`src/rtl/paint_sprite_blit.sv`:
```
// Sprite ROM to frame RAM blitter with credit-limited reads and a skid FIFO.
// Build option: define PAINT_SPRITE_CLIP_EN to skip pixels outside FRAME_W x FRAME_H.
module paint_sprite_blit #(
  parameter int COOR_WIDTH        = 11,
  parameter int ROM_WIDTH         = 19,
  parameter int SPRITE_WIDTH      = 2446,
  parameter int PALETTE_WIDTH     = 2,
  parameter int ROM_LATENCY       = 1,
  parameter int TRANSPARENT_INDEX = 0,
  parameter int FRAME_W           = 800,
  parameter int FRAME_H           = 600
) (
  input  logic                     clk_33m,
  input  logic                     rst_n,
  input  logic                     start,
  input  logic [COOR_WIDTH-1:0]    sprite_x,
  input  logic [COOR_WIDTH-1:0]    sprite_y,
  input  logic [COOR_WIDTH-1:0]    frame_x,
  input  logic [COOR_WIDTH-1:0]    frame_y,
  input  logic [COOR_WIDTH-1:0]    width,
  input  logic [COOR_WIDTH-1:0]    height,
  input  logic                     flip_x,
  input  logic                     transparent_en,
  output logic                     busy,
  output logic                     done,
  output logic [ROM_WIDTH-1:0]     rom_addr,
  input  logic [PALETTE_WIDTH-1:0] rom_data,
  output logic                     write_valid,
  input  logic                     write_ready,
  output logic [COOR_WIDTH-1:0]    write_x,
  output logic [COOR_WIDTH-1:0]    write_y,
  output logic [PALETTE_WIDTH-1:0] write_palette
);

  localparam int DEPTH = ROM_LATENCY + 2;
  localparam int CNT_W = $clog2(DEPTH + 1);
  localparam int PTR_W = (DEPTH > 1) ? $clog2(DEPTH) : 1;

  typedef enum logic [1:0] {IDLE, SCAN, DRAIN, DONE} state_t;

  state_t                  state_reg;
  logic [COOR_WIDTH-1:0]   sx_reg, sy_reg, fx_reg, fy_reg, w_reg, h_reg, x_reg, y_reg;
  logic                    flip_reg, ten_reg, busy_reg, done_reg;

  logic                    tag_valid_reg [ROM_LATENCY];
  logic [COOR_WIDTH-1:0]   tag_x_reg     [ROM_LATENCY];
  logic [COOR_WIDTH-1:0]   tag_y_reg     [ROM_LATENCY];

  logic [COOR_WIDTH-1:0]   fifo_x_reg [DEPTH];
  logic [COOR_WIDTH-1:0]   fifo_y_reg [DEPTH];
  logic [PALETTE_WIDTH-1:0] fifo_p_reg [DEPTH];
  logic [PTR_W-1:0]        wr_ptr_reg, rd_ptr_reg;
  logic [CNT_W-1:0]        fifo_cnt_reg, inflight_reg, fifo_cnt_next, inflight_next;

  logic [COOR_WIDTH-1:0]   dest_x, dest_y;
  logic [ROM_WIDTH-1:0]    src_col, src_row, src_addr;
  logic                    clip_skip, credit_ok, issue, step, tag_out_valid, drop, push, pop;

  assign dest_x = fx_reg + x_reg;
  assign dest_y = fy_reg + y_reg;

`ifdef PAINT_SPRITE_CLIP_EN
  assign clip_skip = (({1'b0, fx_reg} + {1'b0, x_reg}) >= (COOR_WIDTH+1)'(FRAME_W)) ||
                     (({1'b0, fy_reg} + {1'b0, y_reg}) >= (COOR_WIDTH+1)'(FRAME_H));
`else
  assign clip_skip = 1'b0;
`endif

  assign credit_ok = ({1'b0, inflight_reg} + {1'b0, fifo_cnt_reg}) < (CNT_W+1)'(DEPTH);
  assign step      = (state_reg == SCAN) && (clip_skip || credit_ok);
  assign issue     = (state_reg == SCAN) && !clip_skip && credit_ok;

  // Modular arithmetic at ROM_WIDTH gives the same bits as truncating the full product.
  assign src_col  = flip_reg ? (ROM_WIDTH'(sx_reg) + ROM_WIDTH'(w_reg) - ROM_WIDTH'(x_reg) - ROM_WIDTH'(1))
                             : (ROM_WIDTH'(sx_reg) + ROM_WIDTH'(x_reg));
  assign src_row  = ROM_WIDTH'(sy_reg) + ROM_WIDTH'(y_reg);
  assign src_addr = src_col + src_row * ROM_WIDTH'(SPRITE_WIDTH);
  assign rom_addr = issue ? src_addr : '0;

  assign tag_out_valid = tag_valid_reg[ROM_LATENCY-1];
  assign drop          = ten_reg && (rom_data == PALETTE_WIDTH'(TRANSPARENT_INDEX));
  assign push          = tag_out_valid && !drop;
  assign pop           = write_valid && write_ready;
  assign fifo_cnt_next = fifo_cnt_reg + CNT_W'(push) - CNT_W'(pop);
  assign inflight_next = inflight_reg + CNT_W'(issue) - CNT_W'(tag_out_valid);

  assign write_valid   = (fifo_cnt_reg != '0);
  assign write_x       = write_valid ? fifo_x_reg[rd_ptr_reg] : '0;
  assign write_y       = write_valid ? fifo_y_reg[rd_ptr_reg] : '0;
  assign write_palette = write_valid ? fifo_p_reg[rd_ptr_reg] : '0;
  assign busy          = busy_reg;
  assign done          = done_reg;

  genvar gi;
  generate
    for (gi = 0; gi < ROM_LATENCY; gi++) begin : g_tag
      if (gi == 0) begin : g_first
        always_ff @(posedge clk_33m or negedge rst_n) begin
          if (!rst_n) begin
            tag_valid_reg[gi] <= 1'b0;
            tag_x_reg[gi]     <= '0;
            tag_y_reg[gi]     <= '0;
          end else begin
            tag_valid_reg[gi] <= issue;
            tag_x_reg[gi]     <= dest_x;
            tag_y_reg[gi]     <= dest_y;
          end
        end
      end else begin : g_next
        always_ff @(posedge clk_33m or negedge rst_n) begin
          if (!rst_n) begin
            tag_valid_reg[gi] <= 1'b0;
            tag_x_reg[gi]     <= '0;
            tag_y_reg[gi]     <= '0;
          end else begin
            tag_valid_reg[gi] <= tag_valid_reg[gi-1];
            tag_x_reg[gi]     <= tag_x_reg[gi-1];
            tag_y_reg[gi]     <= tag_y_reg[gi-1];
          end
        end
      end
    end
  endgenerate

  always_ff @(posedge clk_33m) begin
    if (push) begin
      fifo_x_reg[wr_ptr_reg] <= tag_x_reg[ROM_LATENCY-1];
      fifo_y_reg[wr_ptr_reg] <= tag_y_reg[ROM_LATENCY-1];
      fifo_p_reg[wr_ptr_reg] <= rom_data;
    end
  end

  always_ff @(posedge clk_33m or negedge rst_n) begin
    if (!rst_n) begin
      wr_ptr_reg   <= '0;
      rd_ptr_reg   <= '0;
      fifo_cnt_reg <= '0;
      inflight_reg <= '0;
    end else begin
      if (push) wr_ptr_reg <= (wr_ptr_reg == PTR_W'(DEPTH-1)) ? '0 : wr_ptr_reg + PTR_W'(1);
      if (pop)  rd_ptr_reg <= (rd_ptr_reg == PTR_W'(DEPTH-1)) ? '0 : rd_ptr_reg + PTR_W'(1);
      fifo_cnt_reg <= fifo_cnt_next;
      inflight_reg <= inflight_next;
    end
  end

  always_ff @(posedge clk_33m or negedge rst_n) begin
    if (!rst_n) begin
      state_reg <= IDLE;
      busy_reg  <= 1'b0;
      done_reg  <= 1'b0;
      sx_reg    <= '0;
      sy_reg    <= '0;
      fx_reg    <= '0;
      fy_reg    <= '0;
      w_reg     <= '0;
      h_reg     <= '0;
      x_reg     <= '0;
      y_reg     <= '0;
      flip_reg  <= 1'b0;
      ten_reg   <= 1'b0;
    end else begin
      case (state_reg)
        IDLE, DONE: begin
          done_reg <= 1'b0;
          if (start) begin
            sx_reg   <= sprite_x;
            sy_reg   <= sprite_y;
            fx_reg   <= frame_x;
            fy_reg   <= frame_y;
            w_reg    <= width;
            h_reg    <= height;
            flip_reg <= flip_x;
            ten_reg  <= transparent_en;
            x_reg    <= '0;
            y_reg    <= '0;
            busy_reg <= 1'b1;
            // An empty blit crosses the already-empty DRAIN so done lands at T+2.
            state_reg <= ((width == '0) || (height == '0)) ? DRAIN : SCAN;
          end else begin
            busy_reg  <= 1'b0;
            state_reg <= IDLE;
          end
        end
        SCAN: begin
          if (step) begin
            if (x_reg == w_reg - COOR_WIDTH'(1)) begin
              x_reg <= '0;
              if (y_reg == h_reg - COOR_WIDTH'(1)) state_reg <= DRAIN;
              else y_reg <= y_reg + COOR_WIDTH'(1);
            end else begin
              x_reg <= x_reg + COOR_WIDTH'(1);
            end
          end
        end
        DRAIN: begin
          // Look one cycle ahead so done follows the last accepted write directly.
          if ((inflight_next == '0) && (fifo_cnt_next == '0)) begin
            state_reg <= DONE;
            done_reg  <= 1'b1;
            busy_reg  <= 1'b0;
          end
        end
        default: state_reg <= IDLE;
      endcase
    end
  end

endmodule

```
`config.mk`:
```
export PLATFORM = sky130hd
export DESIGN_NAME = paint_sprite_blit
export DESIGN_NICKNAME = d
export VERILOG_FILES = /design/src/rtl/paint_sprite_blit.sv
export SDC_FILE = /design/constraint.sdc
export NUM_CORES = 1
export LEC_CHECK = 0
export ABC_AREA = 1
export CAP_MARGIN = 20
export CORE_MARGIN = 2
export CORE_UTILIZATION = 65
export DETAILED_ROUTE_END_ITERATION = 10
export PLACE_DENSITY = 0.88
export SLEW_MARGIN = 10
export SYNTH_ARGS = -nofsm -noshare
export SYNTH_HDL_FRONTEND = slang
export SYNTH_SLANG_ARGS = --single-unit
```
`constraint.sdc`:
```
create_clock -name clk_33m -period 13.4 [get_ports clk_33m]
set_clock_uncertainty 0.05 [all_clocks]
set_input_delay 2.01 -clock clk_33m [delete_from_list [all_inputs] [get_ports clk_33m]]
set_output_delay 2.01 -clock clk_33m [all_outputs]
set_load 0.03 [all_outputs]
```
==> results.json <==
{
  "status": "finished, final reports clean",
  "ys_types": 49,
  "drive_gt1_share_pct": 5.90,
  "wl_per_cell_um": 16.7,
  "startpoint": "y_reg[2]$_DFFE_PN0P_",
  "overflow": 0,
  "tightest_slew_ns": 0.968,
  "clock_path_buffers": 2,
  "worst-r2r-setup-slack_ns": 8.92,
  "drc_errors": 0,
  "syn-instance-count": 1752,
  "tns_ns": 0,
  "path_max_fanout": 9,
  "fmax_mhz": 101,
  "syn_to_final_growth_pct": 14.5,
  "numCtsBuffers": 17,
  "finalHoldViolations": 0,
  "synth-simple-area-share_pct": 17.8,
  "drtAntennaViolNets": 0,
  "cp_data_arrival_time_ns": 7.85,
  "grt_start_max_net_pins": 85,
  "cts_tree": "yes",
  "fin_cells": 2166,
  "rows": 55,
  "hp-class": "flip-flop to flip-flop",
  "cts_sinks": 197,
  "cp.required_ns": 11.34,
  "synth_top_family_by_area": "adder cells",
  "insertion_delay_ns": 0.44,
  "die-width_um": 155,
  "end_kind": "output pin",
  "async_flop_share_pct": 63.5,
  "route.vias.total": 12100,
  "gp_congestion": 0.995,
  "grt.total_usage_pct": 31.2,
  "setup_viol": 0,
  "post-synth-top-count-cell": "inv_1",
  "min_period_over_period_pct": 73.9,
  "initial_core_util_pct": 65.8,
  "ys_seq_elements": 197,
  "coreArea_mm2": 0.0224,
  "fin_util_pct": 75.3,
  "dp_cells": 2132,
  "cp-start-kind": "flip-flop",
  "synth_top_area_share_pct": 21.2,
  "syn_area_mm2": 0.0148,
  "synth_fa_ha_area_share_pct": 18.3,
  "yosysSeqAreaShare_pct": 35.9,
  "synthFlopType": "dfrtp_1",
  "nets": 2130,
  "r2r_start": "fifo_cnt_reg[0]$_DFF_PN0_",
  "syn_avg_cell_area_um2": 8.42,
  "r2r-end": "state_reg[1]$_DFFE_PN0P_",
  "post_cts_buffers": 0,
  "drt_iter0_drc": 807,
  "fillers": 1589,
  "yosysTopAreaCell": "dfrtp_1",
  "grt-busiest-layer": "met2",
  "hpwl_um": 27500,
  "synth_mux_area_share_pct": 2.98,
  "via_per_inst": 5.59,
  "yosys_warnings": 0,
  "synth-compound-area-share_pct": 9.03,
  "grtUsageMet3_pct": 4.57,
  "routed_wl_um": 36200,
  "whs_ns": 0.408,
  "holdBufCountCts": 0,
  "dieArea_mm2": 0.0239,
  "synth_nets": 2015,
  "max_cap_violations": 0,
  "first_pass_iters": 5,
  "io_pins": 120,
  "path_class": "flip-flop to output pin",
  "grt_use_met2_pct": 52.9,
  "synthTopCellsByCount": "inv_1 (332), nand2_1 (299), nor2_1 (151), ha_1 (144), dfrtp_1 (125)",
  "synth_xor_area_share_pct": 6.73,
  "gr-usage-met1_pct": 40.3,
  "ys_top_cells_by_area": "dfrtp_1 (21%), edfxtp_1 (15%), ha_1 (12%)",
  "ctsResizeCount": 0,
  "maxSlewHeadroom_pct": 35.5,
  "grt_antenna_before_repair": 1,
  "min_period_ns": 9.91,
  "max_stage_delay_ns": 0.67,
  "r2r_cells": 17,
  "grt_pass1_wl_um": 59500,
  "grt_pass1_vias": 12300,
  "die_h_um": 155,
  "slew_viol_final": 0,
  "rsz0062_at_grt": "no",
  "crit_path_end": "rom_addr[18]",
  "synth_enable_flop_cells": 72,
  "clk_pin_slew_ns": 0.08,
  "io_buffers": 119,
  "cts.htree.levels": 4,
  "cts_root_buffer": "clkbuf_16",
  "crit_path_top_delay_cell": "clkdlybuf4s50_1"
}
-- cells in the final DEF (no fill, tap or decap), types with 3 or more instances in the layout --
cell type / instances
nor3_1: 26
nand4_1: 12
clkbuf_16: 17
a31oi_1: 6
nand3_2: 4
xor2_1: 72
clkdlybuf4s50_1: 118
nand3b_1: 4
nor2_1: 151
edfxtp_1: 72
mux2_2: 39
fa_1: 45
ha_1: 144
nor3_2: 5
or2_2: 6
clkinv_8: 7
a211oi_1: 5
dfrtp_1: 125
nor2_2: 5
inv_1: 332
o21ai_0: 54
o211ai_1: 20
inv_2: 3
nor4_1: 9
nand2_1: 298
o21bai_1: 8
inv_8: 3
buf_4: 6
xnor2_1: 34
nand3_1: 91
a21oi_1: 109
o21ai_1: 12
a21o_1: 5
o31ai_1: 4
-- layout make-up --
class                           count  area (µm²)  share of cell area, %
Antenna cell                        1        2.50                 0.0148
Clock buffer                       17         425                   2.52
Clock inverter                     15         211                   1.25
Inverter                          336        1260                   7.47
Tap cell                          285         357                   2.11
Timing Repair Buffer              125        1240                   7.32
Sequential cell                   197        5290                   31.3
Multi-Input combinational cell   1190        8110                   48.0
-- through the flow --
step	setup WS [ns]	cell area, µm²
after floorplan	4.96	14800
after global placement	4.17	16200
after detailed placement	4.04	16200
after CTS	3.53	16900
after global routing	2.90	16900
final	3.49	16900
-- worst min-delay path by stage --
stage | from | to | depth (start not counted)
after global placement | tag_x_reg[5]$_DFF_PN0_ | fifo_x_reg[1][5]$_DFFE_PP_ | 0
after detailed placement | tag_x_reg[5]$_DFF_PN0_ | fifo_x_reg[1][5]$_DFFE_PP_ | 0
after global routing | tag_x_reg[2]$_DFF_PN0_ | fifo_x_reg[1][2]$_DFFE_PP_ | 0
final | tag_x_reg[2]$_DFF_PN0_ | fifo_x_reg[1][2]$_DFFE_PP_ | 0
after CTS | tag_x_reg[2]$_DFF_PN0_ | fifo_x_reg[1][2]$_DFFE_PP_ | 0
after floorplan | tag_x_reg[0]$_DFF_PN0_ | fifo_x_reg[0][0]$_DFFE_PP_ | 0
-- worst max-delay path, delay by kind of cell, from the launching register on --
family	cells	cell delay, ns
fa+ha+maj	8	3.39
simple gates	13	1.27
buf+inv	7	1.03
compound gates	3	0.62
xor+xnor	2	0.59
flops	1	0.49
-- metal layers --
layer / part of all wire, % / vias up
met1: 42 / 5678
met5: 0 / -
met4: 3.9 / 0
met3: 5.6 / 102
li1: - / 5899
met2: 48 / 426
-- logic make-up after synthesis --
logic type | after synthesis
and+or+nand+nor | 616
buffers and inverters | 365
AOI/OAI and AO/OA | 236
DFF | 197
adders and majority gates | 189
xor gates and xnor gates | 110
muxes | 39
Power is not shown: default switching activity piles up to over one toggle a cycle in this logic, so the estimate is an artifact.
